<file path="src/rtl/contador_crescente_sinc.sv">
// Synchronous up-counter with programmable modulus, range-checked parallel load,
// wrap/load-error pulses and a saturating wrap count; all state moves on the falling clk edge.
module contador_crescente_sinc #(
   parameter int WIDTH   = 6,
   parameter int MODULUS = 64,
   parameter int WRAPW   = 8
) (
   input  logic             clk,
   input  logic             reset,
   input  logic             en,
   input  logic             load,
   input  logic [WIDTH-1:0] d,
   output logic [WIDTH-1:0] q,
   output logic             tc,
   output logic             wrap,
   output logic             load_err,
   output logic [WRAPW-1:0] wraps
);

   localparam logic [WIDTH-1:0] W_MAX   = WIDTH'(MODULUS - 1);
   localparam logic [WIDTH:0]   MOD_EXT = (WIDTH + 1)'(MODULUS);

   logic [WIDTH-1:0] r_q;
   logic             r_wrap;
   logic             r_load_err;
   logic [WRAPW-1:0] r_wraps;

   logic             w_at_max;
   logic             w_tc;
   logic             w_load_ok;
   logic [WIDTH-1:0] w_carry;
   logic [WIDTH-1:0] w_tog;

   assign w_at_max  = (r_q == W_MAX);
   assign w_tc      = en & w_at_max;
   assign w_load_ok = ({1'b0, d} < MOD_EXT);

   // Stage i toggles when all lower stages are 1; at the terminal count every set
   // stage toggles so the whole word returns to 0 in a single edge.
   always_comb begin
      w_carry    = '0;
      w_carry[0] = 1'b1;
      for (int i = 1; i < WIDTH; i++) begin
         w_carry[i] = w_carry[i-1] & r_q[i-1];
      end
      w_tog = '0;
      if (en) begin
         w_tog = w_at_max ? r_q : w_carry;
      end
   end

   always_ff @(negedge clk or posedge reset) begin
      if (reset) begin
         r_q        <= '0;
         r_wrap     <= 1'b0;
         r_load_err <= 1'b0;
         r_wraps    <= '0;
      end else if (load) begin
         r_q        <= w_load_ok ? d : '0;
         r_load_err <= ~w_load_ok;
         r_wrap     <= 1'b0;
         r_wraps    <= '0;
      end else begin
         r_q        <= r_q ^ w_tog;
         r_load_err <= 1'b0;
         r_wrap     <= w_tc;
         if (w_tc && (r_wraps != '1)) begin
            r_wraps <= r_wraps + 1'b1;
         end
      end
   end

   assign q        = r_q;
   assign tc       = w_tc;
   assign wrap     = r_wrap;
   assign load_err = r_load_err;
   assign wraps    = r_wraps;

endmodule
</file>
<file path="config.mk">
export PLATFORM = sky130hd
export DESIGN_NAME = contador_crescente_sinc
export DESIGN_NICKNAME = d
export VERILOG_FILES = /design/src/rtl/contador_crescente_sinc.sv
export SDC_FILE = /design/constraint.sdc
export NUM_CORES = 1
export LEC_CHECK = 0
export BUFFER_PORTS_ARGS = -buffer_cell sky130_fd_sc_hd__buf_2
export CORE_MARGIN = 2
export CORE_UTILIZATION = 40
export CTS_CLUSTER_SIZE = 20
export DETAILED_ROUTE_END_ITERATION = 8
export HOLD_SLACK_MARGIN = 0.06
export PLACE_DENSITY_LB_ADDON = 0.12
export REMOVE_ABC_BUFFERS = 1
export SETUP_SLACK_MARGIN = 0.15
export SYNTH_ARGS = -nofsm -noshare
export SYNTH_HDL_FRONTEND = slang
export SYNTH_SLANG_ARGS = --single-unit
</file>
<file path="constraint.sdc">
create_clock -name clk -period 1.82 [get_ports clk]
set_clock_uncertainty 0.05 [all_clocks]
set_input_delay 0 -clock clk [delete_from_list [all_inputs] [get_ports clk]]
set_output_delay 0 -clock clk [all_outputs]
set_load 0.01 [all_outputs]
</file>
==> results.md, run 1 <==
- DRT iter0 DRCs: 12
- Fin. Hold Viols: 0
- DRC: 0
- CORE AREA: 0.001922 sq mm
- Grt met2 use: 32.18%
- Sequential element share of the synthesized area: 47.47%
- Post-Synthesis Mean Instance Area: 9.414 sq um
- Ys async rst share: 100.0%
- Most area-consuming cells after synthesis: dfrtn_1 (47%), nand2_1 (5.2%), o21ai_0 (5.1%)
- Final instance area: 0.001400 sq mm
- Die span in x: 48.46 um
- H-tree depth: 1
- Share of the synthesized area in the top cell type: 47.47%
- CP top delay family: flip-flops
- Routed WL per cell: 12.79 um
- Vias: 844
- Leak: 0.6483 nW
- Global placement routability congestion: 0.7069
- RSZ-0062 raised after global routing: yes
- Slowest cell on crit path: dfrtn_1
- Total of max-cap violations: 0
- Post-Syn Instances: 84
- Core occupancy in the finished layout: 72.85%
- Hold Path Class: in -> async
- RR Startpoint: q[2]
- Min Hold Slack: 448.8 ps
- CTS tree: done
- Required @ worst endpoint: 1770 ps
- CP startpoint kind: flop
- Yosys cell types: 28
- Clk buf depth: 2
- Levels on crit path: 5
- Cts bufs inserted: 3
- I/O Buffers: 25
- Status: finished with violations
- Average vias per placed instance: 5.024
- First-pass GRT wire length: 3.512 mm
- Row count: 16
- Worst Path Arrival: 2260 ps
- Post-DP Area: 0.001037 sq mm
- Total grt overflow: 0
- Worst Setup Slack, final: -485.9 ps
- Most used routing layer: met2
- CP max FO: 2
- Initial Util: 41.15%
- R2R Setup Slk: -30 ps
- Most used DFF post-synth: dfrtn_1
- Number of routed nets with antenna violations: 0
- Post-route insts no fill: 168
- Clock latency on the worst-skew pair: 280 ps
- Placed cells: 145
- Clock sink total: 15
- Crit-path max cell delay: 430 ps
- Post-DP HPWL: 1.299 mm
- EDFF count, synth: 0
- Worst Path Buf+Inv: 3
- Reg-to-reg endpoint: wraps[3]
- Final setup vio count: 16
- Post-Route WL: 2.149 mm
- R2R depth: 7
- N_diodes: 0
- Largest area contributor in the netlist: dfrtn_1
- Cell area after synthesis: 790.8 sq um
- Initial antenna violation count: 0
- Vias in the first global route: 792
- Met1 GRT Util: 24.15%
- Die Y: 48.46 um
- CTS clk-pin slew, worst paths: 60 ps
- Power Density: 507.0 mW/mm^2
- Peak VDD IR: 478.7 uV
- Critical Setup Path Class: reg -> out
- Area growth from synthesis to layout: 77.06%
- Post-synthesis register bit count: 15
- Ratio of cells with drive above 1 in the final layout: 54.61%
- Root Driver: clkbuf_4
- Final net count: 153
- Final setup TNS: -3358 ps
- Largest net degree at the start of global routing: 16
- Worst path cell trace: and4_4 > nand4_4 > buf_12 > clkinv_8 > buf_6
- Max-slew violations: 0
- GRT Total Usage: 18.89%
- DR pass1 iterations: 4
- CP Capture Type: output pin
- Met3 global-route usage: 4.012%
- Failing checks: setup timing
- Yosys Warn Count: 0
- IO Pins: 27
- Die Area: 0.002348 sq mm
where the power goes:
group	switching (mW)	leakage (nW)	internal, mW
Combinational	0.0641	0.435	0.0885
Sequential	0.0160	0.198	0.352
Clock	0.105	0.0150	0.0849
Total	0.185	0.648	0.525
flip-flops by register name (all words and copies together) (netlist names):
name,flops
wrap,1
wraps,8
q,6
worst reg2reg max path: stages, from the launching register on:
cell	delay [ps]
dfrtn_1	430
and4_4	250
nand4_4	120
buf_12	150
buf_4	140
buf_8	120
or4_4	480
a21oi_2	140
how the worst max path moves through the flow:
stage,start,to
6_report,q[2],tc
5_1_grt,q[2],tc
3_3_place_gp,en,wraps[5]
3_5_place_dp,en,wraps[5]
2_1_floorplan,en,wraps[5]
4_1_cts,q[0],tc
layer usage:
layer  part of all wire (%)  vias up  wire [um]
met1                     41      408        880
met2                     54       21       1157
li1                       -      411          -
met4                    1.4        0         31
met3                    3.7        4         80
met5                      0        -          0
cells in the final DEF, fill, tap and decap left out, drive strengths merged, types with 3 or more instances in the layout:
cell type  Yosys  routed
o21ai          8       8
o31ai          3       3
or4            3       3
nor2           3       3
a21oi          6       6
dfrtn         15      15
clkbuf         2       5
buf            2      56
inv            4       3
xor2           4       4
nand3          4       4
nand2         11      11
Yosys cell counts (2+ instances only):
master    instances
clkbuf_1          2
buf_4             2
nor4_1            2
xnor2_1           2
nand3_1           4
o31ai_1           3
a21oi_1           6
or4_1             3
or3_1             2
dfrtn_1          15
nor2_1            3
o21ai_0           8
xor2_1            4
inv_1             4
nand2_1          11
what timing repair did:
item	CTS	global route
pin swaps	8	6
gates cloned	0	1
gates resized for setup	19	19
endpoints found under the setup margin	23	24
hold endpoints to repair	0	0
buffers inserted	12	6
hold buffers	0	0
stage by stage:
stage               setup slack (ps)  total power, mW
floorplan                     -339.5           0.4187
global placement              -348.6           0.4820
detailed placement            -370.5           0.4838
CTS                           -502.2           0.7068
global route                  -541.2           0.7554
finish                        -485.9           0.7099
kinds of logic after synthesis:
kind of cell | count (synthesis) | synth area share, %
other | 1 | 0.4742
DFF | 15 | 47.47
buffers and inverters | 8 | 4.746
xor gates and xnor gates | 6 | 6.646
and+or+nand+nor | 33 | 24.05
adders and majority gates | 1 | 1.582
AOI/OAI and AO/OA | 19 | 13.61
muxes | 1 | 1.424
layout make-up:
cell class                      count  area [sq um]
Inverter                            4         27.53
Multi-Input combinational cell     61         480.5
Sequential cell                    15         375.4
Tap cell                           27         33.78
Clock buffer                        4         26.28
Fill cell                         149         521.8
Timing Repair Buffer               57         456.7
Power figures use the tool's default switching activity.
==> inputs of run 2 (changes only) <==
CTS_CLUSTER_DIAMETER = 60   (was default)
clock period = 2.45 ns   (was 1.82 ns; I/O delays follow)
==> run 2 against run 1 <==
The run still ends with setup timing left. Routed wire length decreased by 16%. First-iteration DRC count increased by 25%. Via count decreased by 12%. Clock power decreased by 26%. Sequential power decreased by 25%. Register-to-register slack improved by 460 ps. Combinational power decreased by 51%. Utilization decreased by 13 points. Total power decreased by 31%. Worst hold slack improved by 56 ps. Flip-flop and latch count unchanged.
==> results.md, run 2 (synthesis gave the netlist of run 1 again) <==
- Required @ worst endpoint: 2400 ps (+630 ps)
- RSZ-0062 raised after global routing: yes
- Core occupancy in the finished layout: 59.64% (-13 points)
- Final net count: 135 (-12%)
- Post-DP Area: 987.2 sq um (-4.8%)
- N_diodes: 0 (unchanged)
- Register area: 375.4 sq um (unchanged)
- Largest net degree at the start of global routing: 16 (unchanged)
- Leak: 0.5216 nW (-20%)
- Worst Setup Slack, final: -223.5 ps (+262.4 ps)
- Hold Path Class: reg -> reg
- Most used cell, CP: buf_6
- Total of max-cap violations: 0 (unchanged)
- Placed cells: 140 (-3.4%)
- Root Driver: clkbuf_4
- Peak VDD IR: 282.0 uV (-41%)
- Clock latency on the worst-skew pair: 280 ps (about the same)
- Final instance area: 0.001146 sq mm (-18%)
- Worst path cell trace: and4_4 > nand4_4 > buf_6 > inv_4 > buf_6
- Die span in x: 48.46 um (unchanged)
- Most common cell after layout, fill and taps aside: buf_2
- Worst Path Arrival: 2620 ps (+360 ps)
- Die Area: 0.002348 sq mm (unchanged)
- Failing checks: setup timing
- Critical Setup Path Class: reg -> out
- WL met2: 903 um (-22%)
- Max transition margin: 51.21%
- Global placement routability congestion: 0.7469 (+5.7%)
- Initial Util: 41.15% (unchanged)
- Vias: 743 (-12%)
- Clock sink total: 15 (unchanged)
- Row count: 16 (unchanged)
- Initial antenna violation count: 0 (unchanged)
- Final setup vio count: 1 (-15)
- Post-route insts no fill: 150 (-11%)
- Total grt overflow: 0 (unchanged)
- Power Density: 427.3 mW/mm^2 (-16%)
- Filler cells: 176 (+18%)
- DRC: 0 (unchanged)
- Routed WL per cell: 12.07 um (-5.6%)
- Die Y: 48.46 um (unchanged)
- CTS clk-pin slew, worst paths: 60 ps (about the same)
- DR top layer: met3
- Metal3 WL: 78 um (-2.5%)
- Final setup TNS: -223.5 ps (+3134 ps)
- Average vias per placed instance: 4.953 (-1.4%)
- Number of routed nets with antenna violations: 0 (unchanged)
- CP startpoint kind: flop
- Max reg flops: 8 (unchanged)
- Status: finished with violations
- IO Pins: 27 (unchanged)
- Post-Route WL: 1.811 mm (-16%)
- CP Capture Type: output pin
- Post-DP HPWL: 1.220 mm (-6.1%)
- H-tree depth: 1 (unchanged)
- GRT Total Usage: 16.52% (-2.4 points)
- CORE AREA: 0.001922 sq mm (unchanged)
- Clk buf depth: 2 (unchanged)
- DR pass1 iterations: 4 (unchanged)
- Commonest cells after routing, fill and taps aside: buf_2 (24), dfrtn_1 (15), buf_4 (12)
- DRT iter0 DRCs: 15 (+3)
- I/O Buffers: 25 (unchanged)
- PnR Total Power: 0.4898 mW (-31%)
- Crit-path max cell delay: 480 ps (+50 ps)
- Slowest cell on crit path: dfrtn_1
- First-pass GRT wire length: 3.084 mm (-12%)
- Cts bufs inserted: 3 (unchanged)
- Wl on met1: 829 um (-5.8%)
- Area growth from synthesis to layout: 44.94%
- Fin. Hold Viols: 0 (unchanged)
- CP max FO: 5 (+3)
- Multi-input gate area: 449.2 sq um (-6.5%)
- Ratio of cells with drive above 1 in the final layout: 45.53% (-9.1 points)
- Slew @ Worst Pin: 729.2 ps
- Max-slew violations: 0 (unchanged)
- Vias in the first global route: 679 (-14%)
- CTS tree: done
[run 2: stage by stage]
| stage | worst slack (ps) | hold slack [ps] |
|---|---|---|
| finish | -223.5 | 504.3 |
| floorplan | -24.55 | 362.6 |
| global route | -279.3 | 547.7 |
| detailed placement | -60.75 | 473.5 |
| CTS | -241.8 | 478.1 |
| global placement | -45.27 | 467.1 |
[run 2: worst max-delay path, delay by kind of cell, from the launching register on]
kind,cells,cell delay [ps]
buf+inv,3,270
flops,1,480
simple gates,2,370
[run 2: area by class of cell]
| class | count | area share (%) |
|---|---|---|
| Tap cell | 27 | 2.948 |
| Timing Repair Buffer | 39 | 21.29 |
| Inverter | 4 | 1.528 |
| Multi-Input combinational cell | 61 | 39.19 |
| Clock buffer | 4 | 2.293 |
| Sequential cell | 15 | 32.75 |
[run 2: power breakdown]
part / internal [mW] / leakage (nW) / switching [mW] / total, mW
logic: 0.0372 / 0.308 / 0.0373 / 0.0745
registers: 0.261 / 0.198 / 0.0139 / 0.275
clock network: 0.0630 / 0.0150 / 0.0772 / 0.140
[run 2: worst paths after layout]
path / start / endpoint / slack (ps) / cells after the start
min: wraps[6] / wraps[6] / 500 / 3
max reg2reg: wraps[3] / wraps[5] / 430 / 4
max in group asynchronous: reset / wraps[1] / 1130 / 2
max: q[0] / tc / -220 / 5
min reg2reg: wraps[6] / wraps[6] / 500 / 3
min in group asynchronous: reset / q[3] / 820 / 2
[run 2: layer usage]
layer | GRT usage (%) | up-vias
li1 | - | 374
met1 | 23.25 | 346
met2 | 26.62 | 23
met4 | 4.286 | 0
met3 | 2.778 | 0
met5 | 0 | -
[run 2: timing repair]
item	in CTS	in global routing
gates resized for setup	8	10
pin swaps	2	3
buffers inserted	3	3
hold buffers	0	0
endpoints found under the setup margin	1	5
==> inputs of run 3 (changes only) <==
ABC_AREA = 1   (was default)
CELL_PAD_IN_SITES_DETAIL_PLACEMENT = 1   (was default)
CELL_PAD_IN_SITES_GLOBAL_PLACEMENT = 1   (was default)
CORE_UTILIZATION = 35   (was 40)
==> run 3 against run 2 <==
The flow still finishes with violations (setup timing). Synthesized cell count rose by 48%. Global-route usage rose by 0.97 points. Sequential share of layout area fell by 2.0 points. First-iteration DRC count fell by 27%. Critical path type unchanged. Largest cell class unchanged.
==> results.md, run 3 <==
- CP max FO: 2 (-3)
- Most common cell after layout, fill and taps aside: nand2_1
- CTS clk-pin slew, worst paths: 70 ps (about the same)
- Slowest cell on crit path: dfrtn_1
- Vias: 937 (+26%)
- IO Pins: 27 (unchanged)
- Total grt overflow: 0 (unchanged)
- CP Capture Type: output pin
- DRC: 0 (unchanged)
- Post-DP HPWL: 1.723 mm (+41%)
- Die Y: 55.26 um (+14%)
- Peak VDD IR: 250.0 uV (-11%)
- Largest area contributor in the netlist: dfrtn_1
- EDFF count, synth: 0 (unchanged)
- Crit-path max cell delay: 440 ps (-40 ps)
- Initial Util: 37.12% (-4.0 points)
- Clk buf depth: 2 (unchanged)
- Commonest cells in the netlist: nand2_1 (36), nand3_1 (16), dfrtn_1 (15), nor2_1 (15), inv_1 (13)
- Share of the synthesized area in the top cell type: 40.82% (-6.7 points)
- Routed WL per cell: 12.94 um (+7.2%)
- N_diodes: 0 (unchanged)
- DRT iter0 DRCs: 11 (-4)
- Worst Setup Slack, final: -5.239 ps (+218.3 ps)
- Most area-consuming cells after synthesis: dfrtn_1 (41%), nand2_1 (15%), nand3_1 (8.7%)
- Most used DFF post-synth: dfrtn_1
- Row count: 18 (+2)
- Status: finished with violations
- CP top delay family: flip-flops
- Yosys cell types: 22 (-21%)
- Power Density: 426.7 mW/mm^2 (-0.14%)
- Number of routed nets with antenna violations: 0 (unchanged)
- Max transition margin: 58.56% (+7.4 points)
- Worst Path Buf+Inv: 2 (-1)
- Fin. Hold Viols: 0 (unchanged)
- CTS tree: done
- Cell area after synthesis: 919.6 sq um (+16%)
- Post-Synthesis Mean Instance Area: 7.416 sq um (-21%)
- Max-slew violations: 0 (unchanged)
- Final setup vio count: 1 (unchanged)
- Vias in the first global route: 942 (+39%)
- Critical Setup Path Class: reg -> out
- Core occupancy in the finished layout: 49.29% (-10 points)
- R2R Setup Slk: 810 ps (+380 ps)
- Post-DP Area: 0.001074 sq mm (+8.7%)
- Final net count: 175 (+30%)
- First-pass GRT wire length: 4.312 mm (+40%)
- PnR Total Power: 0.5211 mW (+6.4%)
- RSZ-0062 raised after global routing: yes
- Total of max-cap violations: 0 (unchanged)
- Final setup TNS: -5.239 ps (+218.3 ps)
- Commonest cells after routing, fill and taps aside: nand2_1 (36), buf_2 (22), nor2_1 (15), nand3_1 (15), dfrtn_1 (15)
- Clock latency on the worst-skew pair: 290 ps (about the same)
- Ys async rst share: 100.0% (unchanged)
- Leak: 0.6659 nW (+28%)
- Most repeated cell in the gate-level netlist after synthesis: nand2_1
- Average vias per placed instance: 4.855 (-2.0%)
- Post-synthesis register bit count: 15 (unchanged)
- Hold Path Class: in -> out
- Placed cells: 177 (+26%)
- Yosys Warn Count: 0 (unchanged)
- H-tree depth: 1 (unchanged)
- Root Driver: clkbuf_4
- CP startpoint kind: flop
- CORE AREA: 0.002477 sq mm (+29%)
- Post-route insts no fill: 193 (+29%)
- Sequential element share of the synthesized area: 40.82% (-6.7 points)
- Post-Route WL: 2.498 mm (+38%)
- DR pass1 iterations: 4 (unchanged)
- Ratio of cells with drive above 1 in the final layout: 32.52% (-13 points)
- Final instance area: 0.001221 sq mm (+6.6%)
- Post-Syn Instances: 124 (+48%)
- Slew @ Worst Pin: 621.0 ps (-108.2 ps)
- GRT Total Usage: 17.49% (+0.97 points)
- Die Area: 0.003054 sq mm (+30%)
- Clock sink total: 15 (unchanged)
- Initial antenna violation count: 0 (unchanged)
- Worst Path Arrival: 2410 ps (-210 ps)
- Worst slack, placed: 96.35 ps (+157.1 ps)
- Required @ worst endpoint: 2400 ps (about the same)
- Min Hold Slack: 364.1 ps (-140.3 ps)
- Worst path cell trace: nand3_2 > nor2_4 > nand2_4 > inv_2 > buf_6
- Area growth from synthesis to layout: 32.79%
- Global placement routability congestion: 0.7357 (-1.5%)
- Largest net degree at the start of global routing: 16 (unchanged)
- I/O Buffers: 25 (unchanged)
- Failing checks: setup timing
- Cts bufs inserted: 3 (unchanged)
- Die span in x: 55.26 um (+14%)
- Max reg flops: 8 (unchanged)
[run 3: changes by cell type in the layout (fill, tap and decap cells not counted), sizes merged, moves of 2 or more]
cell,before,now
nand2,11,38
nor4,2,0
inv,4,13
or4,3,0
xor2,4,2
or3,2,0
nand4,2,0
nor2,3,19
o31ai,3,1
nand3,4,19
a21oi,6,4
o21ai,8,5
[run 3: repair_timing]
item,CTS,global route
endpoints found under the setup margin,1,4
cloned,0,0
setup buffers,9,3
pin swaps,2,0
gates resized for setup,3,4
hold buffers,0,0
[run 3: power breakdown]
part           internal, mW  switching, mW
logic                0.0499         0.0561
registers             0.260        0.00761
clock network        0.0631         0.0845
total                 0.373          0.148
[run 3: layout make-up]
class                      instances  area (sq um)
clock buffer                       4         26.28
fill                             344          1256
inverter                          13         48.80
multi-input combinational         92         476.7
sequential                        15         375.4
tap                               30         37.54
timing repair buffer              39         256.5
[run 3: kinds of logic (layout without fill, tap and decap cells)]
family | count (synthesis) | after routing | synth area share (%)
and+or+nand+nor | 76 | 76 | 39.86
AOI/OAI and AO/OA | 10 | 10 | 5.714
muxes | 1 | 1 | 1.088
adders and majority gates | 1 | 1 | 1.360
DFF | 15 | 15 | 40.82
buffers and inverters | 17 | 56 | 7.890
xor gates and xnor gates | 3 | 3 | 2.858
other | 1 | 1 | 0.4078
[run 3: per-layer routing]
| layer | track usage [%] | vias to the layer above | wire length (um) | share of wire, % |
|---|---|---|---|---|
| met2 | 31.12 | 17 | 1304 | 52 |
| met4 | 5.226 | 0 | 18 | 0.72 |
| li1 | - | 468 | - | - |
| met1 | 21.42 | 450 | 1094 | 44 |
| met3 | 3.044 | 2 | 81 | 3.2 |
| met5 | 0 | - | 0 | 0 |
[run 3: worst paths after layout]
path                            startpoint       end  depth (start not counted)
worst max-delay path                  q[1]        tc                          5
worst min-delay path                    en        tc                          4
worst max register to register    wraps[0]  wraps[4]                          8
worst min register to register    wraps[1]  wraps[1]                          2
max in group asynchronous            reset      q[3]                          2
min in group asynchronous            reset  wraps[1]                          2
[run 3: worst min-delay path, cell delays in order]
cell and delay, ps:
buf_2 180, nand2_4 100, inv_2 30, buf_6 110
